==> config.mk <==
export PLATFORM = sky130hd
export DESIGN_NAME = uart_tx_mmio_flat
export DESIGN_NICKNAME = d
export VERILOG_FILES = /design/src/rtl/uart_tx_mmio_pkg.sv /design/src/rtl/uart_tx_mmio_if.sv /design/src/rtl/uart_tx_mmio_sync_fifo.sv /design/src/rtl/uart_tx_mmio.sv /design/src/flat_wrapper.sv
export SDC_FILE = /design/constraint.sdc
export NUM_CORES = 1
export LEC_CHECK = 0
export CAP_MARGIN = 15
export CORE_MARGIN = 8
export CORE_UTILIZATION = 55
export CTS_CLUSTER_SIZE = 12
export DETAILED_ROUTE_END_ITERATION = 10
export GPL_ROUTABILITY_DRIVEN = 0
export PLACE_DENSITY_LB_ADDON = 0.12
export SKIP_LAST_GASP = 1
export SLEW_MARGIN = 5
export SYNTH_ARGS = -nofsm -noshare
export SYNTH_HDL_FRONTEND = slang
export SYNTH_HIERARCHICAL = 1
export SYNTH_SLANG_ARGS = --single-unit
export TNS_END_PERCENT = 5
==> constraint.sdc <==
create_clock -name clk_i -period 6.5 [get_ports clk_i]
set_input_delay 0.65 -clock clk_i [delete_from_list [all_inputs] [get_ports clk_i]]
set_output_delay 0.65 -clock clk_i [all_outputs]
set_load 0.02 [all_outputs]
==> src/rtl/uart_tx_mmio_pkg.sv <==
// ============================================================================
// Module  : uart_tx_mmio_pkg
// Brief   : Register offsets, STATUS bit positions and TX FSM states.
// Revision: 1.0
// ============================================================================
`default_nettype none

package uart_tx_mmio_pkg;

    localparam logic [2:0] UART_TXDATA_OFS = 3'd0;
    localparam logic [2:0] UART_STATUS_OFS = 3'd4;

    localparam int STAT_FULL_BIT  = 0;
    localparam int STAT_EMPTY_BIT = 1;
    localparam int STAT_BUSY_BIT  = 2;
    localparam int STAT_OVF_BIT   = 3;

    typedef enum logic [1:0] {
        ST_IDLE  = 2'd0,
        ST_START = 2'd1,
        ST_DATA  = 2'd2,
        ST_STOP  = 2'd3
    } tx_state_t;

    function automatic logic [31:0] status_word(input logic full, input logic empty,
                                                input logic busy, input logic ovf);
        logic [31:0] w;
        w                 = '0;
        w[STAT_FULL_BIT]  = full;
        w[STAT_EMPTY_BIT] = empty;
        w[STAT_BUSY_BIT]  = busy;
        w[STAT_OVF_BIT]   = ovf;
        return w;
    endfunction

endpackage

`default_nettype wire

==> src/rtl/uart_tx_mmio_if.sv <==
// ============================================================================
// Module  : uart_tx_mmio_if
// Brief   : Data-memory bus slice seen by the UART register window.
// Revision: 1.0
// ============================================================================
`default_nettype none

interface uart_tx_mmio_if;
    logic        wen_i;
    logic [2:0]  mask_i;
    logic [31:0] addr_i;
    logic [31:0] wdata_i;
    logic [31:0] rdata_o;
    logic        sel_o;

    modport master (
        output wen_i, mask_i, addr_i, wdata_i,
        input  rdata_o, sel_o
    );

    modport slave (
        input  wen_i, mask_i, addr_i, wdata_i,
        output rdata_o, sel_o
    );
endinterface

`default_nettype wire

==> src/rtl/uart_tx_mmio_sync_fifo.sv <==
// ============================================================================
// Module  : sync_fifo
// Brief   : Single-clock FIFO with extra-MSB pointers; dout is a combinational
//           read of the head entry.
// Revision: 1.0
// ============================================================================
`default_nettype none

module sync_fifo #(
    parameter int WIDTH = 8,
    parameter int DEPTH = 8
) (
    input  wire logic             clk_i,
    input  wire logic             reset_i,
    input  wire logic             push_i,
    input  wire logic [WIDTH-1:0] din_i,
    input  wire logic             pop_i,
    output logic      [WIDTH-1:0] dout_o,
    output logic                  full_o,
    output logic                  empty_o
);

    localparam int AW = $clog2(DEPTH);

    logic [WIDTH-1:0] r_mem [DEPTH];
    logic [AW:0]      r_wptr;
    logic [AW:0]      r_rptr;
    logic             w_wr;
    logic             w_rd;

    assign empty_o = (r_wptr == r_rptr);
    assign full_o  = (r_wptr[AW] != r_rptr[AW]) && (r_wptr[AW-1:0] == r_rptr[AW-1:0]);
    assign dout_o  = r_mem[r_rptr[AW-1:0]];

    // A pop frees the head slot this edge, so a push into a full FIFO is legal then.
    assign w_rd = pop_i && !empty_o;
    assign w_wr = push_i && (!full_o || w_rd);

    always_ff @(posedge clk_i) begin
        if (reset_i) begin
            r_wptr <= '0;
            r_rptr <= '0;
        end else begin
            if (w_wr) r_wptr <= r_wptr + (AW+1)'(1);
            if (w_rd) r_rptr <= r_rptr + (AW+1)'(1);
        end
    end

    always_ff @(posedge clk_i) begin
        if (w_wr) r_mem[r_wptr[AW-1:0]] <= din_i;
    end

endmodule

`default_nettype wire

==> src/rtl/uart_tx_mmio.sv <==
// ============================================================================
// Module  : uart_tx_mmio
// Brief   : Memory-mapped 8N1 UART transmitter with TX FIFO and sticky overflow.
// Revision: 1.0
// ============================================================================
`default_nettype none

module uart_tx_mmio
    import uart_tx_mmio_pkg::*;
#(
    parameter int          CLK_FREQ   = 1_000_000,
    parameter int          BAUD       = 9600,
    parameter int          FIFO_DEPTH = 8,
    parameter logic [31:0] BASE_ADDR  = 32'h0000_0400
) (
    input  wire logic      clk_i,
    input  wire logic      reset_i,
    uart_tx_mmio_if.slave  bus,
    output logic           tx_o,
    output logic           busy_o
);

    localparam int CPB = CLK_FREQ / BAUD;
    localparam int BW  = (CPB > 1) ? $clog2(CPB) : 1;
    localparam logic [BW-1:0] c_BAUD_LAST = BW'(CPB - 1);

    tx_state_t   r_state, w_state_nxt;
    logic [BW-1:0] r_baud, w_baud_nxt;
    logic [2:0]  r_bit, w_bit_nxt;
    logic [7:0]  r_shift, w_shift_nxt;
    logic        r_tx, w_tx_nxt;
    logic        r_ovf;

    logic        w_sel, w_hit_tx, w_hit_st;
    logic        w_push_req, w_push_ok, w_pop;
    logic        w_full, w_empty;
    logic [7:0]  w_dout;
    logic        w_baud_done;
    logic        w_unused;

    // ------------------------------------------------------------------ decode
    assign w_sel      = (bus.addr_i[31:3] == BASE_ADDR[31:3]);
    assign w_hit_tx   = w_sel && (bus.addr_i[2:0] == UART_TXDATA_OFS);
    assign w_hit_st   = w_sel && (bus.addr_i[2:0] == UART_STATUS_OFS);
    assign w_push_req = bus.wen_i && w_hit_tx;
    assign w_push_ok  = w_push_req && (!w_full || w_pop);

    assign bus.sel_o   = w_sel;
    assign bus.rdata_o = w_hit_st ? status_word(w_full, w_empty, busy_o, r_ovf) : '0;
    assign busy_o      = (r_state != ST_IDLE) || !w_empty;
    assign tx_o        = r_tx;

    assign w_unused = &{1'b0, bus.mask_i, bus.wdata_i[31:8]};

    sync_fifo #(
        .WIDTH (8),
        .DEPTH (FIFO_DEPTH)
    ) u_fifo (
        .clk_i   (clk_i),
        .reset_i (reset_i),
        .push_i  (w_push_ok),
        .din_i   (bus.wdata_i[7:0]),
        .pop_i   (w_pop),
        .dout_o  (w_dout),
        .full_o  (w_full),
        .empty_o (w_empty)
    );

    // Set beats clear when a dropped push and a STATUS clear land together.
    always_ff @(posedge clk_i) begin
        if (reset_i) begin
            r_ovf <= 1'b0;
        end else if (w_push_req && !w_push_ok) begin
            r_ovf <= 1'b1;
        end else if (bus.wen_i && w_hit_st && bus.wdata_i[STAT_OVF_BIT]) begin
            r_ovf <= 1'b0;
        end
    end

    // -------------------------------------------------------------- TX engine
    assign w_baud_done = (r_baud == c_BAUD_LAST);

    always_ff @(posedge clk_i) begin
        if (reset_i) begin
            r_state <= ST_IDLE;
            r_baud  <= '0;
            r_bit   <= '0;
            r_shift <= '0;
            r_tx    <= 1'b1;
        end else begin
            r_state <= w_state_nxt;
            r_baud  <= w_baud_nxt;
            r_bit   <= w_bit_nxt;
            r_shift <= w_shift_nxt;
            r_tx    <= w_tx_nxt;
        end
    end

    always_comb begin
        w_state_nxt = r_state;
        w_baud_nxt  = r_baud;
        w_bit_nxt   = r_bit;
        w_shift_nxt = r_shift;
        w_pop       = 1'b0;
        w_tx_nxt    = 1'b1;

        case (r_state)
            ST_IDLE: begin
                if (!w_empty) begin
                    w_pop       = 1'b1;
                    w_shift_nxt = w_dout;
                    w_baud_nxt  = '0;
                    w_state_nxt = ST_START;
                end
            end
            ST_START: begin
                if (w_baud_done) begin
                    w_baud_nxt  = '0;
                    w_bit_nxt   = '0;
                    w_state_nxt = ST_DATA;
                end else begin
                    w_baud_nxt = r_baud + BW'(1);
                end
            end
            ST_DATA: begin
                if (w_baud_done) begin
                    w_baud_nxt  = '0;
                    w_shift_nxt = {1'b0, r_shift[7:1]};
                    if (r_bit == 3'd7) begin
                        w_state_nxt = ST_STOP;
                    end else begin
                        w_bit_nxt = r_bit + 3'd1;
                    end
                end else begin
                    w_baud_nxt = r_baud + BW'(1);
                end
            end
            ST_STOP: begin
                if (w_baud_done) begin
                    w_baud_nxt = '0;
                    // Chain straight into the next start bit so frames abut.
                    if (!w_empty) begin
                        w_pop       = 1'b1;
                        w_shift_nxt = w_dout;
                        w_state_nxt = ST_START;
                    end else begin
                        w_state_nxt = ST_IDLE;
                    end
                end else begin
                    w_baud_nxt = r_baud + BW'(1);
                end
            end
            default: w_state_nxt = ST_IDLE;
        endcase

        // Line level is registered, derived from where the FSM is heading.
        case (w_state_nxt)
            ST_START: w_tx_nxt = 1'b0;
            ST_DATA:  w_tx_nxt = w_shift_nxt[0];
            default:  w_tx_nxt = 1'b1;
        endcase
    end

endmodule

`default_nettype wire

==> src/flat_wrapper.sv <==
// flat-port wrapper written by rule: the top's interface ports become plain ports
module uart_tx_mmio_flat import uart_tx_mmio_pkg::*;
#(
    parameter int          CLK_FREQ   = 1_000_000,
    parameter int          BAUD       = 9600,
    parameter int          FIFO_DEPTH = 8,
    parameter logic [31:0] BASE_ADDR  = 32'h0000_0400
)
  (clk_i, reset_i, tx_o, busy_o, bus_wen_i, bus_mask_i, bus_addr_i, bus_wdata_i, bus_rdata_o, bus_sel_o);
  uart_tx_mmio_if bus_i ();
  input  wire logic clk_i;
  input  wire logic reset_i;
  output logic tx_o;
  output logic busy_o;
  input wire logic [$bits(bus_i.wen_i)-1:0] bus_wen_i;
  input wire logic [$bits(bus_i.mask_i)-1:0] bus_mask_i;
  input wire logic [$bits(bus_i.addr_i)-1:0] bus_addr_i;
  input wire logic [$bits(bus_i.wdata_i)-1:0] bus_wdata_i;
  output wire logic [$bits(bus_i.rdata_o)-1:0] bus_rdata_o;
  output wire logic [$bits(bus_i.sel_o)-1:0] bus_sel_o;
  assign bus_i.wen_i = bus_wen_i;
  assign bus_i.mask_i = bus_mask_i;
  assign bus_i.addr_i = bus_addr_i;
  assign bus_i.wdata_i = bus_wdata_i;
  assign bus_rdata_o = bus_i.rdata_o;
  assign bus_sel_o = bus_i.sel_o;
  uart_tx_mmio #(.CLK_FREQ(CLK_FREQ), .BAUD(BAUD), .FIFO_DEPTH(FIFO_DEPTH), .BASE_ADDR(BASE_ADDR)) u_core (.clk_i(clk_i), .reset_i(reset_i), .bus(bus_i), .tx_o(tx_o), .busy_o(busy_o));
endmodule
==> qor.json, run 1 <==
{
  "die-area": {"value": 11800, "unit": "µm²"},
  "asyncSetResetFlopFracSynth": {"value": 0},
  "maxCapViolCount": {"value": 0},
  "status": {"value": "completed"},
  "avgRoutedWirePerCell": {"value": 17.7, "unit": "µm"},
  "post-route-cell-area": {"value": 5340, "unit": "µm²"},
  "crit_path_end_kind": {"value": "output pin"},
  "synth.distinct_cells": {"value": 60},
  "final_nets": {"value": 500},
  "num_rows": {"value": 33},
  "seq_area_frac_synth": {"value": 0.550},
  "groute.usage.overall": {"value": 0.162},
  "power.ir.vdd_worst": {"value": 201, "unit": "µV"},
  "synth.yosys.warnings": {"value": 6},
  "clk_path_buf_depth": {"value": 2},
  "min-delay-path-class": {"value": "flop to flop"},
  "postLayoutCoreUtil": {"value": 0.647},
  "cts_buffers": {"value": 9},
  "total_leakage_power": {"value": 0.00179, "unit": "µW"},
  "cts.hold.buffers_added": {"value": 0},
  "cts_sinks": {"value": 97},
  "number_of_global_route_vias_before_repair": {"value": 3002},
  "first_pass_grt_wire_length": {"value": 14700, "unit": "µm"},
  "tightestPinTransition": {"value": 1.07, "unit": "ns"},
  "post_synth_instance_area": {"value": 4700, "unit": "µm²"},
  "relSlewSlack": {"value": 0.282},
  "cts-resized-gates": {"value": 0},
  "detailed_place.area": {"value": 5160, "unit": "µm²"},
  "synth.top_cell.area_share": {"value": 0.409},
  "setup_viol": {"value": 0},
  "finClkSkew": {"value": 0.0120, "unit": "ns"},
  "num_antenna_cells": {"value": 0},
  "syn_area_per_cell": {"value": 12.5, "unit": "µm²"},
  "layout_commonest_cell": {"value": "sky130_fd_sc_hd__edfxtp_1"},
  "grt.overflow.total": {"value": 0},
  "viasPerCell": {"value": 5.74},
  "finalWorstPathRequiredPeriod": {"value": 4.00, "unit": "ns"},
  "initial_antenna_violation_count": {"value": 0},
  "timing.final.hold_violations": {"value": 0},
  "vias": {"value": 3041},
  "clk_pin_slew": {"value": 0.09, "unit": "ns"},
  "cts_setup_buffers": {"value": 0},
  "setup.worst_path.start_class": {"value": "input pin"},
  "drt-initial-drc-count": {"value": 171},
  "power_density": {"value": 201, "unit": "nW/µm²"},
  "dp_hpwl": {"value": 6590, "unit": "µm"},
  "final_worst_path_setup_slack": {"value": 2.50, "unit": "ns"},
  "port-buffer-count": {"value": 49},
  "period_utilization": {"value": 0.615},
  "cts-root-buf": {"value": "sky130_fd_sc_hd__clkbuf_8"},
  "post-route-drc-count": {"value": 0},
  "number_of_synthesized_flops_with_an_enable_pin": {"value": 64},
  "fraction_of_final_layout_cells_with_drive_strength_greater_than_1": {"value": 0.139},
  "highest_count_cells_in_the_layout_ignoring_fill_and_taps": {"value": "64 x sky130_fd_sc_hd__edfxtp_1, 49 x sky130_fd_sc_hd__clkdlybuf4s50_1, 34 x sky130_fd_sc_hd__nor2_1"},
  "synth_top_area_cell": {"value": "sky130_fd_sc_hd__edfxtp_1"},
  "max_freq": {"value": 250, "unit": "MHz"},
  "ys_top_cells_by_area": {"value": "sky130_fd_sc_hd__edfxtp_1 41%, sky130_fd_sc_hd__dfxtp_1 14%, sky130_fd_sc_hd__mux4_2 7.7%"},
  "h-tree-depth": {"value": 3},
  "design.portCount": {"value": 105},
  "path_class": {"value": "input pin to output pin"},
  "timing_max_transition_violations_final": {"value": 0},
  "firstDrtPassIters": {"value": 4},
  "ys_dominant_reg_cell": {"value": "sky130_fd_sc_hd__edfxtp_1"},
  "finalSetupTns": {"value": 0, "unit": "ns"},
  "ant_nets": {"value": 0},
  "postSynthRegisterBits": {"value": 97},
  "timing.critical_path.arrival": {"value": 3.35, "unit": "ns"},
  "initial_utilization": {"value": 0.569},
  "design.core.area": {"value": 8260, "unit": "µm²"},
  "clock_tree_from_tritoncts": {"value": "done"},
  "worst-path-max-fanout": {"value": 5},
  "clock_insertion_delay_at_the_later_pin_of_the_skew_report": {"value": 0.36, "unit": "ns"},
  "netlist_instances": {"value": 375},
  "finalWirelength": {"value": 9390, "unit": "µm"},
  "rsz0062_at_grt": {"value": "no"},
  "crit_required": {"value": 5.85, "unit": "ns"},
  "die_w": {"value": 108, "unit": "µm"},
  "die-height": {"value": 108, "unit": "µm"},
  "grt_start_max_net_pins": {"value": 37},
  "pre_cts_slack": {"value": 2.36, "unit": "ns"},
  "syn_to_final_growth": {"value": 13.7, "unit": "%"}
}
-- power by group --
| group | internal, µW | total, µW | switching (µW) |
|---|---|---|---|
| logic | 23.6 | 51.1 | 27.6 |
| clock network | 147 | 366 | 219 |
| registers | 655 | 655 | 0.0000000190 |
-- cell type report --
| type | count | area, µm² |
|---|---|---|
| clock buffers | 9 | 124 |
| clock inverters | 7 | 60.1 |
| repair buffers | 55 | 536 |
| multi-input cells | 248 | 1880 |
| flip-flops and latches | 97 | 2580 |
| inverters | 9 | 33.8 |
| fillers | 637 | 2910 |
| well taps | 105 | 131 |
-- critical path: stages --
cell and delay, ns:
sky130_fd_sc_hd__clkdlybuf4s50_1 0.40, sky130_fd_sc_hd__nor4b_1 0.32, sky130_fd_sc_hd__nand4_1 0.16, sky130_fd_sc_hd__nor4_1 0.85, sky130_fd_sc_hd__nand2_1 0.21, sky130_fd_sc_hd__nor2_1 0.14, sky130_fd_sc_hd__clkdlybuf4s50_1 0.61
-- routing by layer --
metal  GRT usage  vias up  routed length, µm
met2       0.266       88               4460
met3      0.0458       11                735
met4      0.0606        0                106
li1            -     1456                  -
met5           0        -                  0
met1       0.197     1486               4090
-- cell families after synthesis --
| logic type | after synthesis | share of synthesized area |
|---|---|---|
| AND/OR/NAND/NOR | 110 | 0.125 |
| XOR/XNOR | 6 | 0.0112 |
| AO/OA/AOI/OAI | 57 | 0.0887 |
| adder cells (fa/ha/maj) | 10 | 0.0266 |
| multiplexers | 37 | 0.125 |
| buffers and inverters | 57 | 0.0737 |
| other | 1 | 0.000798 |
| flip-flops | 97 | 0.550 |
-- worst paths after layout --
check	slack, ns	start	cells after the start	end
min	0.47	u_core/r_bit[2]$_SDFFE_PP0P_	2	u_core/r_bit[2]$_SDFFE_PP0P_
max reg2reg	2.82	u_core/r_baud[0]$_SDFFE_PP0P_	7	u_core/u_fifo/r_mem[5][6]$_DFFE_PP_
min reg2reg	0.47	u_core/r_bit[2]$_SDFFE_PP0P_	2	u_core/r_bit[2]$_SDFFE_PP0P_
max	2.50	bus_addr_i[7]	7	bus_rdata_o[2]
-- sequential cells by signal, summed over array words and instances (netlist names), named ones only --
name / count
u_core/tx_o: 1
u_core/r_shift: 8
u_core/u_fifo/r_rptr: 4
u_core/u_fifo/r_wptr: 4
u_core/r_bit: 3
u_core/r_baud: 7
u_core/r_state: 2
u_core/r_ovf: 1
u_core/u_fifo/r_mem: 64
-- Yosys cell counts, drive strengths merged, types with 2 or more instances --
cell type and n:
a21boi 2, nand2b 5, xnor2 4, nor4 7, clkbuf 7, mux4 16
buf 41, or3b 2, nor3b 2, a311oi 2, o2bb2ai 6, ha 10
inv 8, nor4b 2, o21ai 8, nor2 35, nor2b 4, a41o 2
or3 5, nand2 13, and3 5, mux2i 9, o31ai 3, edfxtp 64
nand3 6, a31oi 4, a22oi 7, o22ai 2, a211oi 2, a21oi 11
o311ai 2, nand3b 2, nor3 10, mux2 12, o211ai 2, xor2 2
dfxtp 33, nand4 7
-- through the flow --
step	power, µW	hold WS, ns	std cells
finish	1070	0.468	530
global route	1110	0.479	530
CTS	1080	0.470	530
detailed placement	720	0.454	514
global placement	719	0.445	514
floorplan	700	0.436	402
Note: power is estimated with default switching activity, not from simulation.
==> run 2: changes to the inputs <==
CORE_UTILIZATION = 51   (was 55)
clock period = 4.1 ns   (was 6.5 ns; I/O delays follow)
==> run 2 against run 1 <==
Net effect: cell count rose by 2.5%; highest routed layer unchanged; combinational power rose by 58%; critical path depth did not move; sequential power rose by 59%; largest power group unchanged; worst hold slack improved by 0.0075 ns; non-clock buffer count rose by 7; core utilization fell by 5.3 points.
==> qor.json, run 2 (same netlist as run 1, synthesis figures left out) <==
{
  "tightestPinTransition": {"value": 1.05, "unit": "ns"},
  "post_layout_nonfiller_instances": {"value": 543},
  "final_nets": {"value": 507},
  "timing.critical_path.arrival": {"value": 2.94, "unit": "ns"},
  "max_freq": {"value": 298, "unit": "MHz"},
  "num_rows": {"value": 35},
  "power_density": {"value": 319, "unit": "nW/µm²"},
  "post-route-drc-count": {"value": 0},
  "dp_hpwl": {"value": 6700, "unit": "µm"},
  "setup_viol": {"value": 0},
  "fraction_of_final_layout_cells_with_drive_strength_greater_than_1": {"value": 0.155},
  "crit-reg2reg-launch": {"value": "u_core/r_baud[0]$_SDFFE_PP0P_"},
  "cts.hold.buffers_added": {"value": 0},
  "vias": {"value": 3098},
  "groute.usage.overall": {"value": 0.154},
  "cts_buffers": {"value": 9},
  "power.ir.vdd_worst": {"value": 185, "unit": "µV"},
  "crit_path_end_kind": {"value": "output pin"},
  "largest_register_ffs": {"value": 64},
  "number_of_global_route_vias_before_repair": {"value": 3004},
  "clk_path_buf_depth": {"value": 2},
  "crit_required": {"value": 3.69, "unit": "ns"},
  "rsz0062_at_grt": {"value": "no"},
  "finalWorstPathRequiredPeriod": {"value": 3.35, "unit": "ns"},
  "grt.overflow.total": {"value": 0},
  "worstSetupEndpoint": {"value": "busy_o"},
  "min-delay-path-class": {"value": "flop to flop"},
  "worst-path-max-fanout": {"value": 17},
  "path_class": {"value": "flop to output pin"},
  "cts_setup_buffers": {"value": 0},
  "drt-initial-drc-count": {"value": 228},
  "relSlewSlack": {"value": 0.296},
  "h-tree-depth": {"value": 3},
  "grt_start_max_net_pins": {"value": 30},
  "finClkSkew": {"value": 0.0154, "unit": "ns"},
  "setup.worst_path.start_class": {"value": "flop"},
  "highest_count_cells_in_the_layout_ignoring_fill_and_taps": {"value": "64 x sky130_fd_sc_hd__edfxtp_1, 49 x sky130_fd_sc_hd__clkdlybuf4s50_1, 34 x sky130_fd_sc_hd__nor2_1"},
  "clock_insertion_delay_at_the_later_pin_of_the_skew_report": {"value": 0.36, "unit": "ns"},
  "clock_tree_from_tritoncts": {"value": "done"},
  "design.core.area": {"value": 9110, "unit": "µm²"},
  "first_pass_grt_wire_length": {"value": 15400, "unit": "µm"},
  "layout_commonest_cell": {"value": "sky130_fd_sc_hd__edfxtp_1"},
  "cts-resized-gates": {"value": 0},
  "place_inst": {"value": 527},
  "port-buffer-count": {"value": 49},
  "die_w": {"value": 112, "unit": "µm"},
  "status": {"value": "completed"},
  "initial_utilization": {"value": 0.516},
  "viasPerCell": {"value": 5.71},
  "maxCapViolCount": {"value": 0},
  "initial_antenna_violation_count": {"value": 0},
  "reg2reg_to": {"value": "u_core/u_fifo/r_mem[3][6]$_DFFE_PP_"},
  "die-height": {"value": 112, "unit": "µm"},
  "ant_nets": {"value": 0},
  "firstDrtPassIters": {"value": 4},
  "worstRegToRegCells": {"value": 9},
  "die-area": {"value": 12500, "unit": "µm²"},
  "syn_to_final_growth": {"value": 15.2, "unit": "%"},
  "timing_max_transition_violations_final": {"value": 0},
  "timing.final.hold_violations": {"value": 0},
  "timing.critical_path.from": {"value": "u_core/u_fifo/r_wptr[1]$_SDFFE_PP0P_"},
  "postLayoutCoreUtil": {"value": 0.594},
  "finalSetupTns": {"value": 0, "unit": "ns"},
  "cts_sinks": {"value": 97},
  "setup.reg_to_reg.worst_slack": {"value": 1.09, "unit": "ns"},
  "num_antenna_cells": {"value": 0},
  "finalWirelength": {"value": 9590, "unit": "µm"},
  "clk_pin_slew": {"value": 0.11, "unit": "ns"},
  "total_leakage_power": {"value": 0.00183, "unit": "µW"},
  "design.portCount": {"value": 105},
  "cts-root-buf": {"value": "sky130_fd_sc_hd__clkbuf_8"},
  "avgRoutedWirePerCell": {"value": 17.7, "unit": "µm"},
  "period_utilization": {"value": 0.817}
}
[run 2: cell types whose count changed in the layout (fill, tap and decap cells not counted), sizes merged]
cell      change
buf           +7
clkinv        -1
clkinvlp      -1
inv           +2
[run 2: metal layers]
metal,track usage,up-vias,share of wire
met2,0.256,103,0.48
met3,0.0319,9,0.059
met5,0,-,0
met4,0.0621,0,0.012
li1,-,1470,-
met1,0.191,1516,0.45
[run 2: worst max-delay path: stages, from the launching register on]
cell and delay, ns:
sky130_fd_sc_hd__dfxtp_1 0.56, sky130_fd_sc_hd__xnor2_1 0.22, sky130_fd_sc_hd__nand3_1 0.11, sky130_fd_sc_hd__nor2_1 0.15
sky130_fd_sc_hd__buf_4 0.28, sky130_fd_sc_hd__and2_0 0.33, sky130_fd_sc_hd__clkinv_1 0.31, sky130_fd_sc_hd__clkdlybuf4s50_1 0.62
[run 2: area by class of cell]
cell class / instances / area (µm²)
inverters: 9 / 33.8
flip-flops and latches: 97 / 2580
clock buffers: 9 / 124
well taps: 111 / 139
fillers: 722 / 3690
repair buffers: 62 / 588
clock inverters: 7 / 68.8
multi-input cells: 248 / 1880
[run 2: worst min-delay path by stage]
stage	start	end	depth (start not counted)
2_1_floorplan	u_core/r_bit[1]$_SDFFE_PP0P_	u_core/r_bit[1]$_SDFFE_PP0P_	2
6_report	u_core/r_bit[1]$_SDFFE_PP0P_	u_core/r_bit[1]$_SDFFE_PP0P_	2
3_5_place_dp	u_core/r_bit[1]$_SDFFE_PP0P_	u_core/r_bit[1]$_SDFFE_PP0P_	2
3_3_place_gp	u_core/r_bit[2]$_SDFFE_PP0P_	u_core/r_bit[2]$_SDFFE_PP0P_	2
5_1_grt	u_core/r_bit[1]$_SDFFE_PP0P_	u_core/r_bit[1]$_SDFFE_PP0P_	2
4_1_cts	u_core/r_bit[1]$_SDFFE_PP0P_	u_core/r_bit[1]$_SDFFE_PP0P_	2
[run 2: report_power, final]
group          switching (µW)  leakage, µW  internal, µW
Combinational            43.5     0.000891          37.4
Sequential       0.0000000299     0.000841          1040
Clock                     365     0.000101           242
[run 2: through the flow]
stage	hold WS [ns]	instance area, µm²	total power, µW	worst slack [ns]
floorplan	0.436	4800	1110	1.06
global placement	0.445	5220	1140	1.15
detailed placement	0.461	5220	1140	1.07
CTS	0.478	5410	1740	0.752
global route	0.495	5410	1790	0.475
finish	0.475	5410	1730	0.748
==> run 3: changes to the inputs <==
clock period = 3.1 ns   (was 4.1 ns; I/O delays follow)
==> run 3 against run 2 <==
Net effect: sequential cell count stayed put; power is 34% higher; cell count is 0.37% higher; global-route usage is 0.14 points lower; worst setup slack worse by 0.45 ns; die area stayed put; critical path type unchanged; critical endpoint is now bus_rdata_o[1]; largest cell class unchanged.
==> qor.json, run 3 (same netlist as run 1, synthesis figures left out) <==
{
  "timing_max_transition_violations_final": {"value": 0},
  "grt.overflow.total": {"value": 0},
  "postLayoutCoreUtil": {"value": 0.597},
  "design.portCount": {"value": 105},
  "die_w": {"value": 112, "unit": "µm"},
  "sequential_fraction_of_design_power": {"value": 0.594},
  "hold_slack": {"value": 0.466, "unit": "ns"},
  "initial_utilization": {"value": 0.516},
  "num_rows": {"value": 35},
  "cts-root-buf": {"value": "sky130_fd_sc_hd__clkbuf_8"},
  "relSlewSlack": {"value": 0.326},
  "clk_path_buf_depth": {"value": 2},
  "num_antenna_cells": {"value": 0},
  "first_pass_grt_wire_length": {"value": 15100, "unit": "µm"},
  "max_freq": {"value": 358, "unit": "MHz"},
  "ant_nets": {"value": 0},
  "pre_cts_slack": {"value": 0.249, "unit": "ns"},
  "crit_required": {"value": 2.79, "unit": "ns"},
  "clk_pin_slew": {"value": 0.10, "unit": "ns"},
  "maxCapViolCount": {"value": 0},
  "rsz0062_at_grt": {"value": "no"},
  "setup_viol": {"value": 0},
  "vias": {"value": 3104},
  "layout_commonest_cell": {"value": "sky130_fd_sc_hd__edfxtp_1"},
  "p_sw": {"value": 508, "unit": "µW"},
  "status": {"value": "completed"},
  "timing.final.hold_violations": {"value": 0},
  "path_class": {"value": "flop to output pin"},
  "largest_register_ffs": {"value": 64},
  "viasPerCell": {"value": 5.70},
  "initial_antenna_violation_count": {"value": 0},
  "timing.critical_path.slowest_stage_cell": {"value": "sky130_fd_sc_hd__clkdlybuf4s50_1"},
  "groute.usage.overall": {"value": 0.152},
  "setup.worst_path.start_class": {"value": "flop"},
  "dp_hpwl": {"value": 6620, "unit": "µm"},
  "die-area": {"value": 12500, "unit": "µm²"},
  "clock_insertion_delay_at_the_later_pin_of_the_skew_report": {"value": 0.35, "unit": "ns"},
  "ordered_cell_list_for_the_critical_path": {"value": "xnor2_1 -> nand3_1 -> nor2_1 -> buf_4 -> and3_1 -> clkdlybuf4s50_1"},
  "power.ir.vdd_worst": {"value": 303, "unit": "µV"},
  "finalWorstPathRequiredPeriod": {"value": 2.80, "unit": "ns"},
  "worst-path-max-fanout": {"value": 16},
  "comb_power_share": {"value": 0.046},
  "netSwitchingFraction": {"value": 0.220},
  "die-height": {"value": 112, "unit": "µm"},
  "port-buffer-count": {"value": 49},
  "p_int": {"value": 1800, "unit": "µW"},
  "firstDrtPassIters": {"value": 4},
  "final_worst_path_setup_slack": {"value": 0.303, "unit": "ns"},
  "syn_to_final_growth": {"value": 15.7, "unit": "%"},
  "power_density": {"value": 425, "unit": "nW/µm²"},
  "crit_path_end_kind": {"value": "output pin"},
  "h-tree-depth": {"value": 3},
  "drt-initial-drc-count": {"value": 164},
  "cts_buffers": {"value": 9},
  "cts_setup_buffers": {"value": 0},
  "fraction_of_final_layout_cells_with_drive_strength_greater_than_1": {"value": 0.161},
  "avgRoutedWirePerCell": {"value": 17.5, "unit": "µm"},
  "timing.critical_path.arrival": {"value": 2.49, "unit": "ns"},
  "finClkSkew": {"value": 0.0136, "unit": "ns"},
  "highest_count_cells_in_the_layout_ignoring_fill_and_taps": {"value": "64 x sky130_fd_sc_hd__edfxtp_1, 49 x sky130_fd_sc_hd__clkdlybuf4s50_1, 34 x sky130_fd_sc_hd__nor2_1"},
  "final_nets": {"value": 509},
  "design.core.area": {"value": 9110, "unit": "µm²"},
  "tightestPinTransition": {"value": 1.01, "unit": "ns"},
  "min-delay-path-class": {"value": "flop to flop"},
  "period_utilization": {"value": 0.902},
  "grt_start_max_net_pins": {"value": 29},
  "cts_sinks": {"value": 97},
  "finalSetupTns": {"value": 0, "unit": "ns"},
  "clockPowerShare": {"value": 0.360},
  "clock_tree_from_tritoncts": {"value": "done"},
  "total_leakage_power": {"value": 0.00185, "unit": "µW"},
  "post-route-drc-count": {"value": 0},
  "finalWirelength": {"value": 9520, "unit": "µm"},
  "timing.critical_path.slowest_cell_delay": {"value": 0.60, "unit": "ns"},
  "number_of_global_route_vias_before_repair": {"value": 2987}
}
run 3: critical path: cells and delay by family, from the launching register on:
kind	cells	cell delay (ns)
xor gates and xnor gates	1	0.22
buffers and inverters	2	0.88
DFF	1	0.55
and+or+nand+nor	3	0.49
run 3: path summary, 6_finish.rpt:
path,from,endpoint,slack (ns),depth (start not counted)
max,u_core/u_fifo/r_wptr[0]$_SDFFE_PP0P_,bus_rdata_o[1],0.30,6
min,u_core/r_bit[1]$_SDFFE_PP0P_,u_core/r_bit[1]$_SDFFE_PP0P_,0.47,2
max reg2reg,u_core/r_baud[0]$_SDFFE_PP0P_,u_core/u_fifo/r_mem[3][7]$_DFFE_PP_,0.34,8
min reg2reg,u_core/r_bit[1]$_SDFFE_PP0P_,u_core/r_bit[1]$_SDFFE_PP0P_,0.47,2
run 3: timing repair:
item | in CTS | in global routing
hold buffers | 0 | 0
setup endpoints to repair | 0 | 1
resized for setup | 0 | 1
run 3: per-layer routing:
| metal | part of all wire | vias to the layer above | global-route usage |
|---|---|---|---|
| met3 | 0.067 | 11 | 0.0352 |
| met1 | 0.44 | 1514 | 0.186 |
| met5 | 0 | - | 0 |
| met4 | 0.014 | 0 | 0.0665 |
| met2 | 0.48 | 103 | 0.253 |
| li1 | - | 1476 | - |
run 3: layout make-up:
class | instances | area, µm²
Clock buffer | 9 | 124
Clock inverter | 7 | 76.3
Fill cell | 736 | 3670
Inverter | 9 | 33.8
Multi-Input combinational cell | 248 | 1880
Sequential cell | 97 | 2580
Tap cell | 111 | 139
Timing Repair Buffer | 64 | 603
run 3: power groups by stage:
stage | logic, µW | clock network [µW] | registers [µW]
finish | 107 | 832 | 1370
global route | 114 | 903 | 1370
CTS | 106 | 855 | 1370
detailed placement | 106 | 0 | 1400
global placement | 104 | 0 | 1400
floorplan | 64.8 | 0 | 1400
run 3: through the flow:
step | std cells | power, µW | area, µm²
6_report | 545 | 2310 | 5440
5_1_grt | 545 | 2390 | 5440
4_1_cts | 545 | 2330 | 5440
3_5_place_dp | 529 | 1510 | 5240
3_3_place_gp | 529 | 1510 | 5240
2_1_floorplan | 402 | 1470 | 4800
